### config.mk
export PLATFORM = sky130hd
export DESIGN_NAME = adpll_lock_detect_flat
export DESIGN_NICKNAME = d
export VERILOG_FILES = /design/src/rtl/adpll_lock_detect_if.sv /design/src/rtl/adpll_lock_detect.sv /design/src/flat_wrapper.sv
export SDC_FILE = /design/constraint.sdc
export NUM_CORES = 1
export LEC_CHECK = 0
export ABC_CLOCK_PERIOD_IN_PS = 2900
export CAP_MARGIN = 10
export CELL_PAD_IN_SITES_DETAIL_PLACEMENT = 1
export CELL_PAD_IN_SITES_GLOBAL_PLACEMENT = 1
export CORE_AREA = 2 2 73 75
export CTS_BUF_LIST = sky130_fd_sc_hd__clkbuf_2
export DETAILED_ROUTE_END_ITERATION = 8
export DIE_AREA = 0 0 75 77
export GPL_TIMING_DRIVEN = 0
export PLACE_DENSITY = 0.79
export SLEW_MARGIN = 30
export SYNTH_ARGS = -nofsm -noshare
export SYNTH_HDL_FRONTEND = slang
export SYNTH_SLANG_ARGS = --single-unit
export TNS_END_PERCENT = 5
### constraint.sdc
create_clock -name clk -period 2.9 [get_ports clk]
set_input_delay 0.29 -clock clk [delete_from_list [all_inputs] [get_ports clk]]
set_output_delay 0.29 -clock clk [all_outputs]
set_load 0.02 [all_outputs]
### src/rtl/adpll_lock_detect_if.sv
// Status/control bundle between the lock detector and its surroundings.
// The reference and feedback clocks arrive asynchronously; the filter and
// configuration fields are synchronous to the detector's system clock.
interface adpll_lock_detect_if;
  logic       clk_ref;
  logic       fb_clk;
  logic       filter_sign;
  logic [4:0] filter_out;
  logic [4:0] err_thresh;
  logic [3:0] lock_count;
  logic       locked;
  logic       lost_lock;
  logic       ref_timeout;
  logic [1:0] lock_state;

  // Driver side: supplies clocks, filter value and configuration.
  modport master (
    output clk_ref, fb_clk, filter_sign, filter_out, err_thresh, lock_count,
    input  locked, lost_lock, ref_timeout, lock_state
  );

  // Detector side.
  modport slave (
    input  clk_ref, fb_clk, filter_sign, filter_out, err_thresh, lock_count,
    output locked, lost_lock, ref_timeout, lock_state
  );
endinterface

### src/rtl/adpll_lock_detect.sv
// ADPLL lock detector: frequency lock from feedback edges counted over a
// window of reference edges, phase lock from the loop-filter magnitude, plus
// a reference-loss timeout. All outputs are registered.
module adpll_lock_detect #(
  parameter int unsigned WIN_LOG2 = 4,
  parameter int unsigned FREQ_TOL = 1,
  parameter int unsigned MISS_MAX = 3,
  parameter int unsigned TO_LOG2  = 10
) (
  input logic             clk,
  input logic             rst_n,
  input logic             clr,
  adpll_lock_detect_if.slave bus
);

  localparam int unsigned FbW   = WIN_LOG2 + 2;
  localparam int unsigned MissW = (MISS_MAX < 2) ? 1 : $clog2(MISS_MAX + 1);

  localparam logic [FbW-1:0]   WinLen  = FbW'(1) << WIN_LOG2;
  localparam logic [FbW-1:0]   FreqTol = FbW'(FREQ_TOL);
  localparam logic [MissW-1:0] MissMax = MissW'(MISS_MAX);

  typedef enum logic [1:0] {
    StUnlocked  = 2'd0,
    StAcquiring = 2'd1,
    StLocked    = 2'd2
  } state_e;

  state_e              state_q, state_d;
  logic [2:0]          ref_sync_q, ref_sync_d;
  logic [2:0]          fb_sync_q, fb_sync_d;
  logic [WIN_LOG2-1:0] ref_cnt_q, ref_cnt_d;
  logic [FbW-1:0]      fb_cnt_q, fb_cnt_d;
  logic [3:0]          acq_cnt_q, acq_cnt_d;
  logic [MissW-1:0]    miss_cnt_q, miss_cnt_d;
  logic [TO_LOG2-1:0]  to_cnt_q, to_cnt_d;
  logic                locked_q, locked_d;
  logic                lost_lock_q, lost_lock_d;
  logic                ref_timeout_q, ref_timeout_d;

  logic                ref_rise, fb_rise, win_close, to_hit;
  logic                freq_ok, phase_ok;
  logic [FbW-1:0]      fb_diff;
  logic [3:0]          lock_target, acq_next;
  logic [MissW-1:0]    miss_next;

  // The sign only tells direction of error; the lock decision uses magnitude.
  logic unused_filter_sign;
  assign unused_filter_sign = bus.filter_sign;

  assign ref_rise  = ref_sync_q[1] & ~ref_sync_q[2];
  assign fb_rise   = fb_sync_q[1] & ~fb_sync_q[2];
  assign win_close = ref_rise & (&ref_cnt_q);
  // Fires on the cycle the counter steps into all-ones, not while it is held.
  assign to_hit    = ~ref_rise & (to_cnt_q == ~TO_LOG2'(1));

  // Decision terms: frequency error magnitude, phase threshold, lock target.
  always_comb begin
    fb_diff     = (fb_cnt_q >= WinLen) ? (fb_cnt_q - WinLen) : (WinLen - fb_cnt_q);
    freq_ok     = (fb_diff <= FreqTol);
    phase_ok    = (bus.filter_out <= bus.err_thresh);
    lock_target = (bus.lock_count == 4'd0) ? 4'd1 : bus.lock_count;
    acq_next    = acq_cnt_q + 4'd1;
    miss_next   = miss_cnt_q + MissW'(1);
  end

  // Next-state logic for synchronizers, counters, lock FSM and outputs.
  always_comb begin
    ref_sync_d    = {ref_sync_q[1:0], bus.clk_ref};
    fb_sync_d     = {fb_sync_q[1:0], bus.fb_clk};
    state_d       = state_q;
    ref_cnt_d     = ref_cnt_q;
    fb_cnt_d      = fb_cnt_q;
    acq_cnt_d     = acq_cnt_q;
    miss_cnt_d    = miss_cnt_q;
    to_cnt_d      = to_cnt_q;
    ref_timeout_d = ref_timeout_q;
    lost_lock_d   = 1'b0;

    if (ref_rise) begin
      to_cnt_d      = '0;
      ref_cnt_d     = ref_cnt_q + WIN_LOG2'(1);
      ref_timeout_d = 1'b0;
    end else if (to_cnt_q != '1) begin
      to_cnt_d = to_cnt_q + TO_LOG2'(1);
    end

    // A feedback edge coincident with the close belongs to the new window.
    if (win_close) begin
      fb_cnt_d = fb_rise ? FbW'(1) : '0;
    end else if (fb_rise && (fb_cnt_q != '1)) begin
      fb_cnt_d = fb_cnt_q + FbW'(1);
    end

    if (ref_rise) begin
      case (state_q)
        StUnlocked: begin
          if (win_close && freq_ok) begin
            state_d   = StAcquiring;
            acq_cnt_d = '0;
          end
        end
        StAcquiring: begin
          if ((win_close && !freq_ok) || !phase_ok) begin
            state_d = StUnlocked;
          end else if (acq_next == lock_target) begin
            state_d    = StLocked;
            miss_cnt_d = '0;
          end else begin
            acq_cnt_d = acq_next;
          end
        end
        StLocked: begin
          if (win_close && !freq_ok) begin
            state_d     = StUnlocked;
            lost_lock_d = 1'b1;
          end else if (phase_ok) begin
            miss_cnt_d = '0;
          end else if (miss_next >= MissMax) begin
            state_d     = StUnlocked;
            lost_lock_d = 1'b1;
          end else begin
            miss_cnt_d = miss_next;
          end
        end
        default: state_d = StUnlocked;
      endcase
    end

    if (to_hit) begin
      ref_timeout_d = 1'b1;
      state_d       = StUnlocked;
      lost_lock_d   = (state_q == StLocked);
      ref_cnt_d     = '0;
      fb_cnt_d      = '0;
      acq_cnt_d     = '0;
      miss_cnt_d    = '0;
      to_cnt_d      = '1;
    end

    // Synchronous clear behaves like reset, including silence on lost_lock.
    if (clr) begin
      ref_sync_d    = '0;
      fb_sync_d     = '0;
      state_d       = StUnlocked;
      ref_cnt_d     = '0;
      fb_cnt_d      = '0;
      acq_cnt_d     = '0;
      miss_cnt_d    = '0;
      to_cnt_d      = '0;
      ref_timeout_d = 1'b0;
      lost_lock_d   = 1'b0;
    end

    locked_d = (state_d == StLocked);
  end

  // State register bank.
  always_ff @(posedge clk or negedge rst_n) begin
    if (!rst_n) begin
      state_q       <= StUnlocked;
      ref_sync_q    <= '0;
      fb_sync_q     <= '0;
      ref_cnt_q     <= '0;
      fb_cnt_q      <= '0;
      acq_cnt_q     <= '0;
      miss_cnt_q    <= '0;
      to_cnt_q      <= '0;
      locked_q      <= 1'b0;
      lost_lock_q   <= 1'b0;
      ref_timeout_q <= 1'b0;
    end else begin
      state_q       <= state_d;
      ref_sync_q    <= ref_sync_d;
      fb_sync_q     <= fb_sync_d;
      ref_cnt_q     <= ref_cnt_d;
      fb_cnt_q      <= fb_cnt_d;
      acq_cnt_q     <= acq_cnt_d;
      miss_cnt_q    <= miss_cnt_d;
      to_cnt_q      <= to_cnt_d;
      locked_q      <= locked_d;
      lost_lock_q   <= lost_lock_d;
      ref_timeout_q <= ref_timeout_d;
    end
  end

  assign bus.locked      = locked_q;
  assign bus.lost_lock   = lost_lock_q;
  assign bus.ref_timeout = ref_timeout_q;
  assign bus.lock_state  = state_q;

endmodule

### src/flat_wrapper.sv
// flat-port wrapper written by rule: the top's interface ports become plain ports
module adpll_lock_detect_flat 
#(
  parameter int unsigned WIN_LOG2 = 4,
  parameter int unsigned FREQ_TOL = 1,
  parameter int unsigned MISS_MAX = 3,
  parameter int unsigned TO_LOG2  = 10
)
  (clk, rst_n, clr, bus_clk_ref, bus_fb_clk, bus_filter_sign, bus_filter_out, bus_err_thresh, bus_lock_count, bus_locked, bus_lost_lock, bus_ref_timeout, bus_lock_state);
  adpll_lock_detect_if bus_i ();
  input logic clk;
  input logic rst_n;
  input logic clr;
  input wire logic [$bits(bus_i.clk_ref)-1:0] bus_clk_ref;
  input wire logic [$bits(bus_i.fb_clk)-1:0] bus_fb_clk;
  input wire logic [$bits(bus_i.filter_sign)-1:0] bus_filter_sign;
  input wire logic [$bits(bus_i.filter_out)-1:0] bus_filter_out;
  input wire logic [$bits(bus_i.err_thresh)-1:0] bus_err_thresh;
  input wire logic [$bits(bus_i.lock_count)-1:0] bus_lock_count;
  output wire logic [$bits(bus_i.locked)-1:0] bus_locked;
  output wire logic [$bits(bus_i.lost_lock)-1:0] bus_lost_lock;
  output wire logic [$bits(bus_i.ref_timeout)-1:0] bus_ref_timeout;
  output wire logic [$bits(bus_i.lock_state)-1:0] bus_lock_state;
  assign bus_i.clk_ref = bus_clk_ref;
  assign bus_i.fb_clk = bus_fb_clk;
  assign bus_i.filter_sign = bus_filter_sign;
  assign bus_i.filter_out = bus_filter_out;
  assign bus_i.err_thresh = bus_err_thresh;
  assign bus_i.lock_count = bus_lock_count;
  assign bus_locked = bus_i.locked;
  assign bus_lost_lock = bus_i.lost_lock;
  assign bus_ref_timeout = bus_i.ref_timeout;
  assign bus_lock_state = bus_i.lock_state;
  adpll_lock_detect #(.WIN_LOG2(WIN_LOG2), .FREQ_TOL(FREQ_TOL), .MISS_MAX(MISS_MAX), .TO_LOG2(TO_LOG2)) u_core (.clk(clk), .rst_n(rst_n), .clr(clr), .bus(bus_i));
endmodule
==> results.tsv <==
stage	metric	value	unit
place	Post-DP HPWL	3837	um
outcome	outcome	complete, no violations	
clock_tree	Clock Latency Late Sink	380	ps
timing	worst slew pin tran	614.9	ps
setup_path	Worst Path Class, Setup	reg -> reg	
route	Initial DRC Count	39	
global_routing	Overall Global Routing Usage	19.90	%
global_routing	largest net degree at the start of global routing	27	
route	Pre-Repair DR Iteration Count	4	
yosys	sequential area share after synthesis	42.12	%
place	Final Wtd Congestion	0.7763	
yosys	Netlist cell types	49	
route	max layer used	met4	
power	Sw Share	27.05	%
floorplan	Die W	75	um
timing	final setup fails	0	
timing	Final TNS setup	0	ps
power	Comb pwr share	13.3	%
setup_path	critical path fanouts, max	8	
global_routing	initial antenna violation count	0	
route	DR WL met3	187	um
power	Leak	1.100	nW
global_routing	vias in the first global route	2014	
yosys	top-count cell post-synth	dfrtp_1	
timing	slew margin rel.	59.00	%
setup_path	CP endpoint kind	flop	
run	MaxCap Viol Count	0	
floorplan	Initial Util	44.17	%
clock_tree	CTS tree	built	
floorplan	Placement Rows	26	
yosys	Syn Nets	268	
yosys	Post-synth top cells	37 x dfrtp_1, 20 x a21oi_1, 19 x nand2_1, 19 x nor2_1, 14 x inv_1	
route	routed wl met2	2544	um
route	vias	1876	
setup_path	Critical Path RT	3220	ps
route	ANT nets after route	0	
route	DRC	0	
finish	Syn-to-layout area delta	17.13	%
setup_path	Startpoint Class	flop	
floorplan	die area	5775	um2
floorplan	die outline height	77	um
yosys	Seq cells post-synth	37	
place	Place WS	132.7	ps
clock_tree	Reg clk slew, reported paths	190	ps
timing	min cycle time layout	2615	ps
power	Sw Pwr	0.0002346	W
timing	fin crit share	90.19	%
setup_path	worst setup path startpoint	u_core.fb_cnt_q[0]	
finish	Nets	300	
global_routing	first-pass GRT wire length	8997	um
finish	share of cells above drive strength 1	8.582	%
route	Vias/cell	5.550	
place	number of I/O port buffers	23	
power	P_int	0.0006329	W
yosys	Synth Flop Type	dfrtp_1	
power	Worst VDD drop	0.2607	mV
yosys	Yosys warnings	0	
timing	Max Clk Rate	382.3	MHz
setup_path	R2R Path Start	u_core.fb_cnt_q[0]	
timing	clock skew	34.84	ps
floorplan	# IOs	25	
hold_path	Hold Crit Class	in -> async	
clock_tree	number of H-tree levels	2	
clock_tree	TritonCTS Sinks	37	
global_routing	global route total overflow	0	
yosys	Synth Cell Area	2198	um2
finish	final instance area	2575	um2
route	DRT Wirelength	5083	um
clock_tree	post-CTS setup buffer count	0	
timing	unrepaired setup endpoints after global routing	no	
yosys	synthesized area per cell	9.315	um2
timing	Final Hold Viols	0	
yosys	asr flop ratio synth	100.0	%
place	dpl cell area	2531	um2
setup_path	CP arrival	2940	ps
floorplan	core area	4977	um2
yosys	largest area contributor in the netlist	dfrtp_1	
clock_tree	Max Root-Sink Buffers	2	
clock_tree	CTS buffer count	5	
power	PD cells	336.9	nW/um2
route	met1 WL	2279	um
clock_tree	CTS root buffer	clkbuf_2	
timing	Final Slew Violations	0	
route	WL per Instance	15.04	um
yosys	Synth top area share	42.12	%
power	Sequential Power Share	61.4	%
timing	slack of the critical path	284.6	ps
power	Clock Power Share	25.3	%
yosys	Post-synth EDFFs	0	
yosys	top area cells in the synthesized netlist	dfrtp_1 42%, ha_1 6.8%, a21oi_1 4.6%	
finish	Diodes inserted	0	
yosys	Synth Instances	236	
## timing repair
item	in CTS	in global routing
gates resized for setup	0	0
endpoints found under the setup margin	0	1
hold endpoints to repair	11	0
hold buffers	1	0
## worst paths after layout
path,slack [ps],depth (start not counted),end
max,280,8,u_core.acq_cnt_q[3]
min,300,2,u_core.to_cnt_q[4]
max reg2reg,280,8,u_core.acq_cnt_q[3]
min reg2reg,490,1,u_core.ref_sync_q[1]
max in group asynchronous,2140,3,u_core.fb_sync_q[2]
min in group clk,470,2,u_core.fb_sync_q[0]
## kinds of logic (layout without fill, tap and decap cells)
family,count (synthesis),after routing,share of synthesized area (%)
adder cells (fa/ha/maj),12,12,6.830
multiplexers,4,4,1.878
AND/OR/NAND/NOR,96,96,23.85
AO/OA/AOI/OAI,55,55,16.22
XOR/XNOR,14,14,5.578
buffers and inverters,18,50,3.529
flip-flops,37,37,42.12
## final cells by class
class                   count  area [um2]
plain buffers               4       25.02
fillers                   599        2402
well taps                  70       87.58
clock inverters             1       3.754
clock buffers               6       30.03
multi-input cells         181        1195
flip-flops and latches     37       925.9
inverters                  14       52.55
repair buffers             25       255.2
## placed cells by master (no fill, tap or decap), types with 3 or more instances in the layout
master	Yosys	layout
o211ai_1	4	4
xnor2_1	8	8
inv_1	14	14
ha_1	12	12
nor2b_1	10	10
xor2_1	6	6
nor3_1	5	5
nand2_1	19	19
a31oi_1	5	5
nand3_1	9	9
and3_1	3	3
o21ai_0	10	10
clkdlybuf4s50_1	0	22
dfrtp_1	37	37
a21oi_1	20	20
mux2i_1	3	3
clkbuf_2	0	6
nand4_1	7	7
nand2b_1	5	5
nor2_1	19	19
## metal layers
| layer | vias to the layer above | global-route usage, % |
|---|---|---|
| li1 | 911 | - |
| met1 | 931 | 24.98 |
| met2 | 26 | 34.04 |
| met3 | 8 | 3.811 |
| met4 | 0 | 5.714 |
| met5 | - | 0 |
## state kept, by name (all words and copies together), names as in the netlist
| register | cells |
|---|---|
| u_core.ref_cnt_q | 4 |
| u_core.fb_sync_q | 3 |
| u_core.miss_cnt_q | 2 |
| u_core.bus.locked | 1 |
| u_core.bus.lock_state | 2 |
| u_core.acq_cnt_q | 4 |
| u_core.bus.lost_lock | 1 |
| u_core.to_cnt_q | 10 |
| u_core.fb_cnt_q | 6 |
| u_core.ref_sync_q | 3 |
| u_core.bus.ref_timeout | 1 |
## metrics by stage
stage	total power [W]	hold slack, ps	util (%)	std cells
after global placement	0.0006521	444.8	50.55	329
after global routing	0.0009147	285.8	51.73	338
final	0.0008676	297.8	51.73	338
after detailed placement	0.0006586	199.3	50.85	330
after floorplan	0.0005994	-5.591	-	236
after CTS	0.0008809	294.9	51.73	338
## power by group through the flow
| stage | sequential [W] | combinational [W] | clock (W) |
|---|---|---|---|
| 3_3_place_gp | 0.000541 | 0.000111 | 0 |
| 5_1_grt | 0.000534 | 0.000131 | 0.000249 |
| 3_5_place_dp | 0.000542 | 0.000117 | 0 |
| 2_1_floorplan | 0.000540 | 0.0000597 | 0 |
| 4_1_cts | 0.000533 | 0.000119 | 0.000230 |
| 6_report | 0.000533 | 0.000116 | 0.000219 |
## worst max-delay path: stages, from the launching register on
cell	delay, ps
dfrtp_1	490
inv_1	90
ha_1	320
o21ai_0	130
or2b_2	340
o31ai_4	360
nand3_4	160
or4_1	500
a31oi_1	170
(Power assumes the default switching activity.)
==> RTL edit: new RTL, same flow settings <==
`MISS_MAX` is set to 3 in 2 places; all go to 6.
--- a/src/rtl/adpll_lock_detect.sv
+++ b/src/rtl/adpll_lock_detect.sv
@@ -5,5 +5,5 @@
   parameter int unsigned WIN_LOG2 = 4,
   parameter int unsigned FREQ_TOL = 1,
-  parameter int unsigned MISS_MAX = 3,
+  parameter int unsigned MISS_MAX = 6,
   parameter int unsigned TO_LOG2  = 10
 ) (
--- a/src/flat_wrapper.sv
+++ b/src/flat_wrapper.sv
@@ -4,5 +4,5 @@
   parameter int unsigned WIN_LOG2 = 4,
   parameter int unsigned FREQ_TOL = 1,
-  parameter int unsigned MISS_MAX = 3,
+  parameter int unsigned MISS_MAX = 6,
   parameter int unsigned TO_LOG2  = 10
 )
Formal check against the unedited RTL: no difference found for any inputs over 10 cycles, from zero or initial values and one cycle with rst_n low; that may be too few to reach the edited logic, so the function may still have changed.
==> RTL edit against the original RTL <==
- setup slack better by 38 ps
- power up 3.3%
- combinational power down 5%
- critical path type unchanged
- area after synthesis up 2.3%
- design area up 2.6%
- count of clock-buffer cells in the layout down 1
- sequential cell count up 1
- largest cell class unchanged
- critical endpoint unchanged
- sequential power up 3%
- wire length down 4.2%
==> RTL edit: results (changes against the original RTL) <==
Status:
- The flow ran to the end, and the final reports show no timing, DRC or antenna violations.

STA:
- The pin slew with the least headroom to its limit is 606.3 ps (-8.645 ps).
- The post-route clock skew is 17.69 ps (-17.15 ps).
- The worst hold slack across all endpoints is 320.9 ps (+23.02 ps).
- The final period utilization was 88.87% (-1.3 points).

Synthesis:
- The share of flip-flops with an asynchronous set or reset after synthesis was 100.0% (unchanged).
- By area the synthesized netlist is led by sky130_fd_sc_hd__dfrtp_1, sky130_fd_sc_hd__ha_1, sky130_fd_sc_hd__nor2_1.
- The sequential share of the synthesized area came to 42.27% (+0.15 points).
- The number of nets produced by synthesis was 279 (+4.1%).
- The commonest cells after synthesis are sky130_fd_sc_hd__dfrtp_1, sky130_fd_sc_hd__nor2_1, sky130_fd_sc_hd__nand2_1.
- The number of enable flip-flop cells after synthesis came to 0 (unchanged).
- The distinct cell type count after synthesis is 46 (-6.1%).

Global routing:
- The initial antenna violation count is 0 (unchanged).
- The maximum number of pins on one net before global-route repair came to 25 (-7.4%).
- The global-route usage over all layers is 19.00% (-0.90 points).
- The wire length of the first global-routing pass was 8556 microns (-4.9%).

Worst hold path:
- The class of the most critical hold timing path is input pin to async pin.

Clock network:
- The buffers inserted during post-CTS setup optimization is 0 (unchanged).
- The clock-pin slew on the worst setup and hold paths is 210 ps (+20 ps).
- The number of buffers inserted during clock tree synthesis is 5 (unchanged).
- The total of cells resized after clock tree synthesis is 0 (unchanged).

Layout:
- The number of antenna cells inserted was 0 (unchanged).
- The fraction of layout cells with a size suffix above 1 is 5.018% (-3.6 points).
- The net count reported at finish is 311 (+3.7%).

Placed design:
- The worst slack at placement is 83.21 ps (-49.51 ps).
- The HPWL after detailed placement came to 3830 microns (-0.18%).
- The placer's final routability congestion estimate is 0.7668 (-1.2%).

Critical path:
- The startpoint of the worst setup timing path is u_core.fb_cnt_q[0].
- The worst setup slack for register-to-register paths is 320 ps (+40 ps).
- The largest incremental delay on the critical path came to 520 ps (+20 ps).
- Among cell families on the critical path, the largest total delay comes from compound AO/OA/AOI/OAI gates.
- The critical path arrival is 2920 ps (-20 ps).
- The maximum fanout along the worst path is 6 (-2).

Routing:
- The first-pass detailed-route iteration total was 4 (unchanged).
- The number of vias after detailed routing is 1864 (-0.64%).
- The final wirelength is 4867 microns (-4.2%).
- The number of DRC violations after detailed-routing iteration 0 was 76 (+95%).

Pwr:
- The highest ir drop seen on vdd is 0.2218 mV (-15%).
- The leakage power total came to 0.001164 uW (+5.8%).
-- RTL edit: changes by cell type after synthesis, moves of 6 or more --
cell                       delta
sky130_fd_sc_hd__o21ai_0      -7
sky130_fd_sc_hd__nor2b_1      +6
sky130_fd_sc_hd__a21oi_1      -8
sky130_fd_sc_hd__nor2_1      +15
sky130_fd_sc_hd__a211oi_1     +6
-- RTL edit: per-stage QoR --
stage | util (%) | cells | cell area [sq um]
final | 53.07 | 349 | 2641
after global routing | 53.07 | 349 | 2641
after CTS | 53.07 | 349 | 2641
after detailed placement | 52.04 | 340 | 2590
after global placement | 51.58 | 339 | 2567
after floorplan | - | 246 | 2250
-- RTL edit: power by group --
group          total [uW]  internal [uW]  switching, uW  leakage (uW)
Sequential            547            539           8.03      0.000524
Clock                 239           55.1            184     0.0000264
Combinational         110           51.4           59.0      0.000613
Total                 896            645            251       0.00116
-- RTL edit: kinds of logic after synthesis --
logic type | synth area share, %
simple gates | 25.47
compound gates | 14.79
flops | 42.27
mux | 2.781
xor+xnor | 4.282
fa+ha+maj | 7.230
buf+inv | 3.170
-- RTL edit: layout make-up --
type,count,area (sq um)
Buffer,4,15.01
Inverter,15,56.30
Clock buffer,5,25.02
Multi-Input combinational cell,189,1227
Sequential cell,38,950.9
Fill cell,601,2336
Clock inverter,3,16.27
Timing Repair Buffer,25,262.8
Tap cell,70,87.58
-- RTL edit: layer usage --
| layer | up-vias | track usage [%] | part of all wire (%) |
|---|---|---|---|
| met5 | - | 0 | 0 |
| met4 | 0 | 4.821 | 1.1 |
| met3 | 5 | 4.862 | 3.5 |
| met2 | 23 | 30.79 | 47 |
| met1 | 899 | 25.04 | 48 |
| li1 | 937 | - | - |
